### src/rtl/pipe_csah.sv
// Pipelined carry-select adder/subtractor: one M-bit chunk per stage. Operands
// are skewed in and sum chunks deskewed out, so s emerges aligned after L cycles.
module pipe_csah #(
  parameter int N = 128,
  parameter int M = 32
) (
  input  logic         clk,
  input  logic         rst_n,
  input  logic         in_valid,
  output logic         in_ready,
  input  logic [N-1:0] a,
  input  logic [N-1:0] b,
  input  logic         cin,
  input  logic         sub,
  output logic [N-1:0] s,
  output logic         cout,
  output logic         gen,
  output logic         prop,
  output logic         out_valid,
  input  logic         out_ready
);
  localparam int L = N / M;

  logic         run_q;
  logic [L-1:0] v_q;
  logic [L-1:0] ld;
  logic [N-1:0] a_q [L];
  logic [N-1:0] b_q [L];
  logic [N-1:0] s_q [L];
  logic [L-1:0] c_q;
  logic [L-1:0] g_q;
  logic [L-1:0] p_q;

  // Keeps in_ready low until the first edge after reset release.
  // NOTE: sequential state uses non-blocking assignments so every flop samples pre-edge values.
  always_ff @(posedge clk or negedge rst_n) begin
    if (!rst_n) run_q <= 1'b0;
    else        run_q <= 1'b1;
  end

  // A stage loads when empty or when its successor loads this cycle.
  always_comb begin
    ld[L-1] = ~v_q[L-1] | out_ready;
    for (int k = L - 2; k >= 0; k--) ld[k] = ~v_q[k] | ld[k+1];
  end

  assign in_ready = run_q & ld[0];

  for (genvar k = 0; k < L; k++) begin : g_stage
    logic [N-1:0] a_i, b_i, s_i, s_nxt;
    logic         c_i, g_i, p_i, v_i;
    logic [M-1:0] ach, bch;
    logic [M:0]   sum0, sum1, sel;
    logic         gk, pk;

    if (k == 0) begin : g_head
      assign a_i = a;
      assign b_i = sub ? ~b : b;
      assign c_i = sub | cin;
      assign s_i = '0;
      assign g_i = 1'b0;
      assign p_i = 1'b1;
      assign v_i = in_valid & in_ready;
    end else begin : g_body
      assign a_i = a_q[k-1];
      assign b_i = b_q[k-1];
      assign c_i = c_q[k-1];
      assign s_i = s_q[k-1];
      assign g_i = g_q[k-1];
      assign p_i = p_q[k-1];
      assign v_i = v_q[k-1];
    end

    assign ach  = a_i[k*M +: M];
    assign bch  = b_i[k*M +: M];
    assign sum0 = {1'b0, ach} + {1'b0, bch};
    assign sum1 = {1'b0, ach} + {1'b0, bch} + {{M{1'b0}}, 1'b1};
    assign sel  = c_i ? sum1 : sum0;
    assign gk   = sum0[M];
    assign pk   = &(ach ^ bch);

    // NOTE: s_nxt gets a full default before the chunk overwrite, so no latch is inferred.
    always_comb begin
      s_nxt = s_i;
      s_nxt[k*M +: M] = sel[M-1:0];
    end

    // NOTE: data registers are reset with the valid bits so no stale operand or sum survives reset.
    always_ff @(posedge clk or negedge rst_n) begin
      if (!rst_n) begin
        v_q[k] <= 1'b0;
        a_q[k] <= '0;
        b_q[k] <= '0;
        s_q[k] <= '0;
        c_q[k] <= 1'b0;
        g_q[k] <= 1'b0;
        p_q[k] <= 1'b0;
      end else if (ld[k]) begin
        v_q[k] <= v_i;
        if (v_i) begin
          a_q[k] <= a_i;
          b_q[k] <= b_i;
          s_q[k] <= s_nxt;
          c_q[k] <= sel[M];
          g_q[k] <= gk | (pk & g_i);
          p_q[k] <= pk & p_i;
        end
      end
    end
  end

  assign out_valid = v_q[L-1];
  assign s         = s_q[L-1];
  assign cout      = c_q[L-1];
  assign gen       = g_q[L-1];
  assign prop      = p_q[L-1];

endmodule
### config.mk
export PLATFORM = sky130hd
export DESIGN_NAME = pipe_csah
export DESIGN_NICKNAME = d
export VERILOG_FILES = /design/src/rtl/pipe_csah.sv
export SDC_FILE = /design/constraint.sdc
export NUM_CORES = 2
export LEC_CHECK = 0
export BUFFER_PORTS_ARGS = -buffer_cell sky130_fd_sc_hd__buf_2
export CAP_MARGIN = 20
export CORE_MARGIN = 4
export CORE_UTILIZATION = 55
export CTS_CLUSTER_DIAMETER = 30
export CTS_CLUSTER_SIZE = 10
export DETAILED_ROUTE_END_ITERATION = 8
export GPL_TIMING_DRIVEN = 0
export PLACE_DENSITY = 0.81
export REMOVE_ABC_BUFFERS = 1
export SLEW_MARGIN = 20
export SYNTH_ARGS = -nofsm -noshare
export SYNTH_HDL_FRONTEND = slang
export SYNTH_SLANG_ARGS = --single-unit
### constraint.sdc
create_clock -name clk -period 8.9 [get_ports clk]
set_input_delay 0.445 -clock clk [delete_from_list [all_inputs] [get_ports clk]]
set_output_delay 0.445 -clock clk [all_outputs]
set_load 0.02 [all_outputs]
# Word level (Yosys, flattened, before mapping)
# Index checks and enable logic that the tools add are counted.
# totals
register_bits	1105
input_bits	262
output_inout_bits	133
elab_cells	73
# classes
addsub	8
mux	5
bitwise	25
n_reduce_logical	8
# ops
op	n
$add A32 B32 Y33	4
$add A33 B1 Y33 const B	4
$mux W33	4
$mux W128	1
$not A128 Y128	1
$reduce_and A32 Y1	4
$xor A32 B32 Y32	4
$and A1 B1 Y1	8
$or A1 B1 Y1	8
$reduce_and A2 Y1	4
$not A1 Y1	4

# Depth between registers and ports, before layout
# logic_depth
ltp_word	8
ltp_mapped	18
depth_no_buf	13

# Worst setup path before layout
# Ideal clock, no wire load.
# synth_path
path_type	input-to-reg
start	input port sub
end	register s_q (netlist bit g_stage[1].s_i[31])
setup_ns	0.129
arrival_ns	4.254
t_required_ns	8.771
path_slack_ns	4.517
path_stages	16
path_buffers	4
cell_sequence	clkbuf_1 > buf_1 > clkbuf_1 > xor2_1 > ha_1 > clkbuf_2 > nand2_1 > or4_1 > nor2_1 > and3_1 > nor3_1 > nor4_1 > nand4_1 > nor4_2 > xnor2_1 > o21ai_1
# synth_via
elab_chain_len	4
word_cells_on_any_way	5
cone_classes	add/sub: 2; mux: 2; bitwise: 1
# synth_rtl
element	line_no	text
start: declaration	14	input logic sub,
$mux W128	58	assign b_i = sub ? ~b : b;
$add A32 B32 Y33	76, 77	
$add A33 B1 Y33	77	assign sum1 = {1'b0, ach} + {1'b0, bch} + {{M{1'b0}}, 1'b1};
$mux W33 (*)	78	assign sel = c_i ? sum1 : sum0;
end signal: indexed assignment	103	s_q[k] <= s_nxt;
end: declaration	29	logic [N-1:0] s_q [L];
# Mark *: on every way between the ends. The rest lies on a longest branch, timed or not.
# A chain may end at the register's enable or synchronous reset.

# Worst setup path after layout
# layout_path
start	input port sub
end	register s_q (netlist bit g_stage[1].s_i[30])
# Same word-level chain as after synthesis.

==> summary.txt <==
Final Hold Viols -> 0
Max Cap Viol -> 0
Die width -> 273 um
Hold Path Class -> input port to flip-flop
Filler instances -> 4,945
Leak Pwr -> 0.0223 uW
Most instantiated library cell after synthesis -> nand2_1
Number of synthesized flops with an enable pin -> 0
Multi-input gate area -> 19,600 sq um
Initial core utilization -> 55.8%
H-Tree Depth -> 4
Crit-path cells -> buf_8, buf_16, xor2_1, ha_1, a21oi_1, o21ai_0, a21boi_0, o22ai_1, nor4_1, a211oi_1, nand4_1, nor3_1, xor2_1, o21ai_1
Synth area leader -> dfrtp_1
Clk slew on worst S/H paths -> 0.05 ns
Placeable Area -> 69,100 sq um
Antenna-violating nets left -> 0
# hold bufs at CTS -> 95
Final Worst Setup Slack -> 4.40 ns
Cells after synthesis -> 4,045
Final Critical Period -> 4.50 ns
Synth Cell Area -> 38,500 sq um
Dpl ws -> 3.73 ns
CTS tree -> built
CTS Buf Count -> 145
Sink Count -> 721
CP most frequent cell -> xor2_1
Critical Path Start Type -> input port
Slew margin rel. -> 41.0%
Synth top area share -> 46.8%
Overflow after GRT -> 0
Fin util -> 69.0%
Worst Tran Pin Value -> 0.874 ns
WL per Instance -> 19.0 um
Buf+Inv Stages, Crit Path -> 2
Nets -> 4,902
Top cells by area, synth -> dfrtp_1 (47%), nand2_1 (10%), mux2_2 (7.7%), xnor2_1 (4.6%), ha_1 (4.4%)
Critical path fanouts, max -> 74
Slowest stage delay, CP -> 0.64 ns
CTS resizes -> 0
Commonest cells post-synth -> nand2_1 (1,077), dfrtp_1 (721), o21ai_0 (284)
Die height -> 273 um
Arr. time, crit path -> 5.07 ns
Initial DRC count -> 2,281
Synth warn -> 0
Root Driver -> clkbuf_16
Top Ports -> 395
Part of the cycle the worst path needs -> 50.6%
Slowest CP cell -> a211oi_1
Drc violations -> 0
Post-DP HPWL -> 70,400 um
Critical path endpoint category -> flip-flop
Status -> finished clean
Final Skew -> 0.0439 ns
Setup repair bufs after CTS -> 0
Largest net degree at the start of global routing -> 104
Die area -> 74,400 sq um
PortBufs -> 394
Main synth FF type -> dfrtp_1
First drt pass iteration count -> 5
Global-route wire length before repair -> 170,000 um
Layout cells sized above 1 -> 22.0%
Drt total wl -> 106,000 um
Register area -> 18,000 sq um
RSZ-0062 raised after global routing -> no
GRT Overall Usage -> 28.2%
Setup CP Type -> input port to flip-flop
Vias per inst -> 5.68
Synth async-reset ratio -> 100%
CP top delay family -> compound AO/OA/AOI/OAI gates
#FFs+latches synth -> 721
CTS Buffer Depth -> 3
FP Rows -> 96
Pwr dens -> 325 nW/um^2
Clk_lat worst skew -> 0.70 ns
Total number of vias -> 31,600
GP Congestion -> 0.900
Vias in the first global route -> 32,300
Req. time, crit path -> 9.47 ns
Cell variety after synth -> 112
Final setup violation count -> 0
Max Slew Vio Count -> 0
Max Clk Rate -> 222 MHz
Post-route total power -> 15,500 uW
Syn Area/Cell -> 9.53 sq um
Largest vdd supply drop -> 253 uV
Layout area overhead -> 23.6%
Register area share after synthesis -> 46.8%
Initial antenna violation count -> 7
==> cell type report <==
type	instances	share of cell area (%)
repair buffers	516	7.63
diodes	5	0.0263
multi-input cells	3089	41.1
flip-flops and latches	721	37.9
inverters	28	0.221
clock buffers	182	8.55
well taps	931	2.45
clock inverters	83	2.15
==> worst paths after layout <==
| check | start | to | slack (ns) | cells after the start |
|---|---|---|---|---|
| worst min register to register | g_stage[3].s_i[86]$_DFFE_PN0P_ | s[86]$_DFFE_PN0P_ | 0.45 | 2 |
| worst min-delay path | b[37] | g_stage[1].b_i[37]$_DFFE_PN0P_ | 0.05 | 3 |
| min in group asynchronous | rst_n | g_stage[1].a_i[38]$_DFFE_PN0P_ | 0.35 | 2 |
| worst max-delay path | sub | g_stage[1].s_i[30]$_DFFE_PN0P_ | 4.40 | 14 |
| max in group asynchronous | rst_n | g_stage[2].a_i[123]$_DFFE_PN0P_ | 6.66 | 5 |
| worst max register to register | g_stage[3].a_i[96]$_DFFE_PN0P_ | cout$_DFFE_PN0P_ | 4.54 | 11 |
==> cell usage in the layout, fill, tap and decap left out, drive strengths merged, types with 21 or more instances in the layout <==
cell type | netlist | routed
a31oi | 21 | 21
nor2 | 135 | 135
nand2 | 1077 | 1077
dlygate4sd3 | 0 | 95
nand4 | 69 | 69
xor2 | 125 | 125
o211ai | 22 | 22
dfrtp | 721 | 721
nor3 | 58 | 58
o21ai | 321 | 321
nor4 | 31 | 31
nand3 | 72 | 72
and2 | 32 | 32
xnor2 | 202 | 202
a21oi | 152 | 152
inv | 28 | 40
clkbuf | 157 | 182
a211oi | 28 | 28
ha | 135 | 135
clkinv | 0 | 38
mux2 | 263 | 263
a21o | 44 | 44
buf | 50 | 421
==> power breakdown <==
| group | switching [uW] | leakage, uW | total (uW) | internal [uW] |
|---|---|---|---|---|
| sequential | 598 | 0.00893 | 4840 | 4240 |
| combinational | 3160 | 0.0109 | 5100 | 1940 |
| clock | 1850 | 0.00246 | 5540 | 3690 |
==> layer usage <==
layer | wire [um] | global-route usage (%) | vias up
li1 | - | - | 15000
met1 | 44700 | 36.9 | 15400
met2 | 52000 | 47.7 | 965
met3 | 5490 | 4.77 | 220
met4 | 3290 | 10.4 | 4
met5 | 27 | 0 | -
==> registers in the layout (all words and copies together), names as in the netlist <==
signal,flops
cout,1
g_stage.a_i,192
g_stage.b_i,192
g_stage.c_i,3
g_stage.g_i,3
g_stage.p_i,3
g_stage.s_i,192
g_stage.v_i,3
gen,1
out_valid,1
prop,1
run_q,1
s,128
==> cell families after synthesis <==
| logic type | synth area share [%] |
|---|---|
| mux | 7.94 |
| xor+xnor | 7.52 |
| simple gates | 18.9 |
| buf+inv | 2.51 |
| compound gates | 11.7 |
| fa+ha+maj | 4.59 |
| other cells | 0.00973 |
| flops | 46.8 |
==> worst reg2reg max path: stages (launching register included) <==
cell and delay [ns]:
dfrtp_1 0.38, ha_1 0.29, fa_1 0.53, a211oi_2 0.36
o211ai_1 0.19, a31oi_2 0.33, xnor2_1 0.28, nor4bb_1 0.76
nand4_1 0.35, nor4_1 0.51, xor2_1 0.19, o21ai_1 0.07
==> metrics by stage <==
stage / setup TNS, ns / instances / hold WS, ns / cell area [sq um]
3_3_place_gp: -5701.74 / 5163 / 0.439 / 40800
6_report: 0 / 5555 / 0.0478 / 47600
3_5_place_dp: 0 / 5190 / 0.445 / 41600
5_1_grt: 0 / 5555 / 0.0159 / 47600
2_1_floorplan: 0 / 3838 / 0.149 / 37700
4_1_cts: 0 / 5550 / 0.0000838 / 47600
No activity file was read; power rests on OpenSTA's default activity.
